### src/rtl/packet_rx_unit.sv
// NoC receive endpoint: checks per-packet sequence numbers 1,2,3.. and posts one result record per packet.
// Record valid the cycle after the closing edge; rx_ready drops while a record awaits pkt_ack.
module packet_rx_unit #(
   parameter int TIMEOUT = 16
) (
   input  logic        clock,
   input  logic        reset,
   input  logic        flit_valid,
   input  logic [8:0]  flit_data,
   output logic        rx_ready,
   output logic        pkt_valid,
   input  logic        pkt_ack,
   output logic [7:0]  pkt_len,
   output logic        pkt_seq_err,
   output logic        pkt_timeout,
   output logic [15:0] pkt_count,
   output logic [7:0]  err_count,
   output logic        busy
);

   typedef enum logic [1:0] {IDLE, RECV, HOLD} state_t;

   localparam logic [7:0] IDLE_LIMIT = 8'(TIMEOUT - 1);

   state_t     state, state_nx;
   logic [7:0] beat_cnt, beat_nx;
   logic [7:0] exp_seq, exp_nx;
   logic [7:0] idle_cnt, idle_nx;
   logic       err_flag, err_nx;

   logic       close, close_err, close_to;
   logic [7:0] close_len;
   logic       accept, tlast, seq_bad;
   logic [7:0] seq;

   // Transmitter counter skips 0, so 255 is followed by 1.
   function automatic logic [7:0] next_seq(input logic [7:0] s);
      return (s == 8'hFF) ? 8'h01 : s + 8'h01;
   endfunction

   assign rx_ready  = (state != HOLD);
   assign busy      = (state != IDLE);
   assign pkt_valid = (state == HOLD);

   assign accept  = flit_valid && rx_ready;
   assign tlast   = flit_data[8];
   assign seq     = flit_data[7:0];
   assign seq_bad = (seq != exp_seq);

   always_comb begin
      state_nx  = state;
      beat_nx   = beat_cnt;
      exp_nx    = exp_seq;
      idle_nx   = idle_cnt;
      err_nx    = err_flag;
      close     = 1'b0;
      close_len = beat_cnt;
      close_err = err_flag;
      close_to  = 1'b0;

      case (state)
         IDLE: begin
            if (accept) begin
               beat_nx   = 8'd1;
               exp_nx    = next_seq(seq);
               idle_nx   = 8'd0;
               err_nx    = (seq != 8'd1);
               close_err = (seq != 8'd1);
               close_len = 8'd1;
               if (tlast) begin
                  close    = 1'b1;
                  state_nx = HOLD;
               end else begin
                  state_nx = RECV;
               end
            end
         end
         RECV: begin
            if (accept) begin
               idle_nx = 8'd0;
               exp_nx  = next_seq(seq);
               if (beat_cnt == 8'hFF) begin
                  // Length overflow: the flit is consumed and the packet is cut at 255.
                  err_nx    = 1'b1;
                  close     = 1'b1;
                  close_len = 8'hFF;
                  close_err = 1'b1;
               end else begin
                  beat_nx   = beat_cnt + 8'd1;
                  err_nx    = err_flag | seq_bad;
                  close_err = err_flag | seq_bad;
                  close_len = beat_cnt + 8'd1;
                  close     = tlast;
               end
            end else begin
               idle_nx = idle_cnt + 8'd1;
               if (idle_cnt == IDLE_LIMIT) begin
                  close    = 1'b1;
                  close_to = 1'b1;
               end
            end
            if (close) state_nx = HOLD;
         end
         HOLD: begin
            if (pkt_ack) begin
               state_nx = IDLE;
               beat_nx  = 8'd0;
               exp_nx   = 8'd0;
               idle_nx  = 8'd0;
               err_nx   = 1'b0;
            end
         end
         default: state_nx = IDLE;
      endcase
   end

   always_ff @(posedge clock or posedge reset) begin
      if (reset) begin
         state       <= IDLE;
         beat_cnt    <= 8'd0;
         exp_seq     <= 8'd0;
         idle_cnt    <= 8'd0;
         err_flag    <= 1'b0;
         pkt_len     <= 8'd0;
         pkt_seq_err <= 1'b0;
         pkt_timeout <= 1'b0;
         pkt_count   <= 16'd0;
         err_count   <= 8'd0;
      end else begin
         state    <= state_nx;
         beat_cnt <= beat_nx;
         exp_seq  <= exp_nx;
         idle_cnt <= idle_nx;
         err_flag <= err_nx;
         if (close) begin
            pkt_len     <= close_len;
            pkt_seq_err <= close_err;
            pkt_timeout <= close_to;
            pkt_count   <= pkt_count + 16'd1;
            if ((close_err || close_to) && (err_count != 8'hFF))
               err_count <= err_count + 8'd1;
         end
      end
   end

endmodule

### config.mk
export PLATFORM = sky130hd
export DESIGN_NAME = packet_rx_unit
export DESIGN_NICKNAME = d
export VERILOG_FILES = /design/src/rtl/packet_rx_unit.sv
export SDC_FILE = /design/constraint.sdc
export NUM_CORES = 1
export LEC_CHECK = 0
export CAP_MARGIN = 0
export CORE_MARGIN = 3
export CORE_UTILIZATION = 54
export DETAILED_ROUTE_END_ITERATION = 16
export HOLD_SLACK_MARGIN = 0.06
export PLACE_DENSITY = 0.8
export REMOVE_ABC_BUFFERS = 1
export SETUP_SLACK_MARGIN = 0.4
export SYNTH_ARGS = -nofsm -noshare
export SYNTH_HDL_FRONTEND = slang
export SYNTH_SLANG_ARGS = --single-unit
### constraint.sdc
create_clock -name clock -period 2.9 [get_ports clock]
set_input_delay 0.435 -clock clock [delete_from_list [all_inputs] [get_ports clock]]
set_output_delay 0.435 -clock clock [all_outputs]
set_load 0.05 [all_outputs]
==> flow_summary.toml <==
[sta]
final_hold_viol_count = 0
fmax_mhz = 417
whs_ns = 0.466
slew_violations = 0
final.min_clock_period_ns = 2.40
finalSetupTns_ns = 0
fin_worst_skew_ns = 0.0112
worstMarginPinSlew_ns = 0.702
rsz0062_at_grt = "yes"
period_share = 0.827
setup_viol = 0
worst_slack_ns = 0.501
relSlewSlack = 0.529

[power]
power.leakage_nw = 1.86
power_mw = 3.74
p_per_area_nw_per_um2 = 885
vdd_ir_drop_max_uv = 691

[yosys]
yosys.area_share.simple = 0.201
synth_compound_area_frac = 0.156
async_reset_ff_frac = 1.00
synth_area_um2 = 3380
synth_top_flop_cell = "dfrtp_1"
synth_xor_area_frac = 0.0958
syn_inst = 367
ys_warn_count = 0
avgSynthCellArea_um2 = 9.22
synthAdderAreaFrac = 0.0370
synth_top_family_by_area = "simple AND/OR/NAND/NOR gates"
synth.area.mux_share = 0.0229
synth_enable_flop_cells = 0
ys_types = 49
yosysSeqAreaShare = 0.451
yosys_register_bits = 61

[routing]
wl_um = 7530
routed-via-count = 2832
antenna_left = 0
drt_pre_antenna_iters = 7
wl_per_cell_um = 15.0
drcViolationCount = 0
avgViaCountPerCell = 5.64
drtIter0Drc = 174

[layout]
fin_nets = 445
syn_to_final_growth_pct = 24.9
antenna_cells = 0
final_cell_mix = "dfrtp_1 (61), clkdlybuf4s50_1 (47), nand2_1 (42), nor2_1 (35), o21ai_0 (34)"
final_common_cell = "dfrtp_1"
drive_above_1_share = 0.0937
multi_input_area_um2 = 1740
ff_latch_area_um2 = 1530
fin_cells = 502
fillers = 438

[floorplanning]
rows = 28
num_io_pins = 50
dieArea_um2 = 7250
die_w_um = 85.2
initial_core_util = 0.565
core_um2 = 5990
die_h_um = 85.2

[cts]
cts_tree = "built"
clk_pin_slew_ns = 0.07
ctsHoldBuffers = 0
htreeDepth = 3
clkLatencyLatePin_ns = 0.34
cts_buffers = 9
cts-root-buf = "clkbuf_8"
clockBufferDepth = 2
cts.sinks = 61

[flow_run]
maxCapViolCount = 0

[worst_setup_path]
reg2reg_slack_ns = 0.56
cp-end-kind = "primary output"
path_max_fanout = 8
r2r-end = "err_count[7]"
crit_required_ns = 2.47
rr_startpoint = "beat_cnt[0]"
crit_arrival_ns = 1.96
worst-r2r-cell-count = 7
path_class = "register to primary output"
critPathLaunchType = "register"

[run_status]
outcome = "finished clean"

[global_route]
antenna_found_initial = 0
grt_max_degree = 62
grt_pass1_vias = 2657
overflow = 0
grt_pass1_wl_um = 12700
grt_util_all_layers = 0.217

[worst_hold_path]
hp-class = "input pin to async pin"

[placed_design]
place_ws_ns = 0.321
dpl.cell_count = 484
port_buffers = 49
hpwl_um = 5300
gp_congestion = 0.930
routing by layer:
metal,track usage,up-vias,share of wire
met1,0.304,1367,0.47
met4,0.0964,0,0.012
met3,0.0379,8,0.047
li1,-,1389,-
met2,0.333,68,0.47
met5,0,-,0
flip-flops by register name, summed over array words and instances, names as in the netlist:
register	cells
exp_seq	8
pkt_count	16
beat_cnt	8
idle_cnt	8
err_count	8
state	2
err_flag	1
pkt_seq_err	1
pkt_len	8
pkt_timeout	1
logic make-up (layout without fill, tap and decap cells):
| kind of cell | count (synthesis) | after routing |
|---|---|---|
| adders and majority gates | 10 | 10 |
| buffers and inverters | 29 | 89 |
| AOI/OAI and AO/OA | 85 | 85 |
| DFF | 61 | 61 |
| xor gates and xnor gates | 37 | 37 |
| and+or+nand+nor | 138 | 138 |
| muxes | 7 | 7 |
cell usage after synthesis (4+ instances only):
cell	number	area, µm²
nand4_1	6	37.5
buf_2	6	30.0
mux2_2	5	56.3
a21oi_1	18	90.1
nor3_1	4	20.0
nor2_1	35	131
ha_1	10	125
xnor2_1	14	123
nand3_1	21	105
nor2b_1	5	31.3
nand2b_1	6	37.5
dfrtp_1	61	1530
xor2_1	23	201
o31ai_1	7	52.6
a31oi_1	7	43.8
o21ai_0	34	170
and3_1	7	43.8
inv_1	16	60.1
nand2_1	42	158
repair_timing:
| item | CTS | global route |
|---|---|---|
| gates resized for setup | 1 | 5 |
| setup endpoints to repair | 1 | 36 |
| setup buffers | 0 | 2 |
| pin swaps | 0 | 2 |
where the power goes:
part	switching, mW	internal, mW
sequential	0.185	1.04
clock	0.324	0.594
combinational	1.04	0.561
total	1.54	2.20
critical path: stages (launching register included):
cell,delay [ns]
dfrtp_1,0.38
inv_1,0.09
ha_1,0.29
inv_1,0.08
clkdlybuf4s50_1,0.79
how the worst max path moves through the flow:
stage | start | endpoint | slack [ns]
6_report | state[0] | rx_ready | 0.50
5_1_grt | state[0] | err_count[7] | 0.39
4_1_cts | state[0] | pkt_valid | 0.46
3_5_place_dp | flit_data[0] | err_count[1] | 0.32
3_3_place_gp | flit_data[0] | err_count[1] | 0.39
2_1_floorplan | state[0] | pkt_count[14] | 0.09
metrics by stage:
step	instance area, µm²	utilization
2_1_floorplan	3320	-
3_3_place_gp	3960	0.661
3_5_place_dp	3960	0.661
4_1_cts	4200	0.701
5_1_grt	4230	0.706
6_report	4230	0.706
final cells by class:
type,count,share of cell area
Inverter,16,0.0142
Timing Repair Buffer,57,0.134
Sequential cell,61,0.361
Tap cell,75,0.0222
Clock buffer,12,0.0343
Clock inverter,4,0.0225
Multi-Input combinational cell,277,0.412
Power figures use the tool's default switching activity.
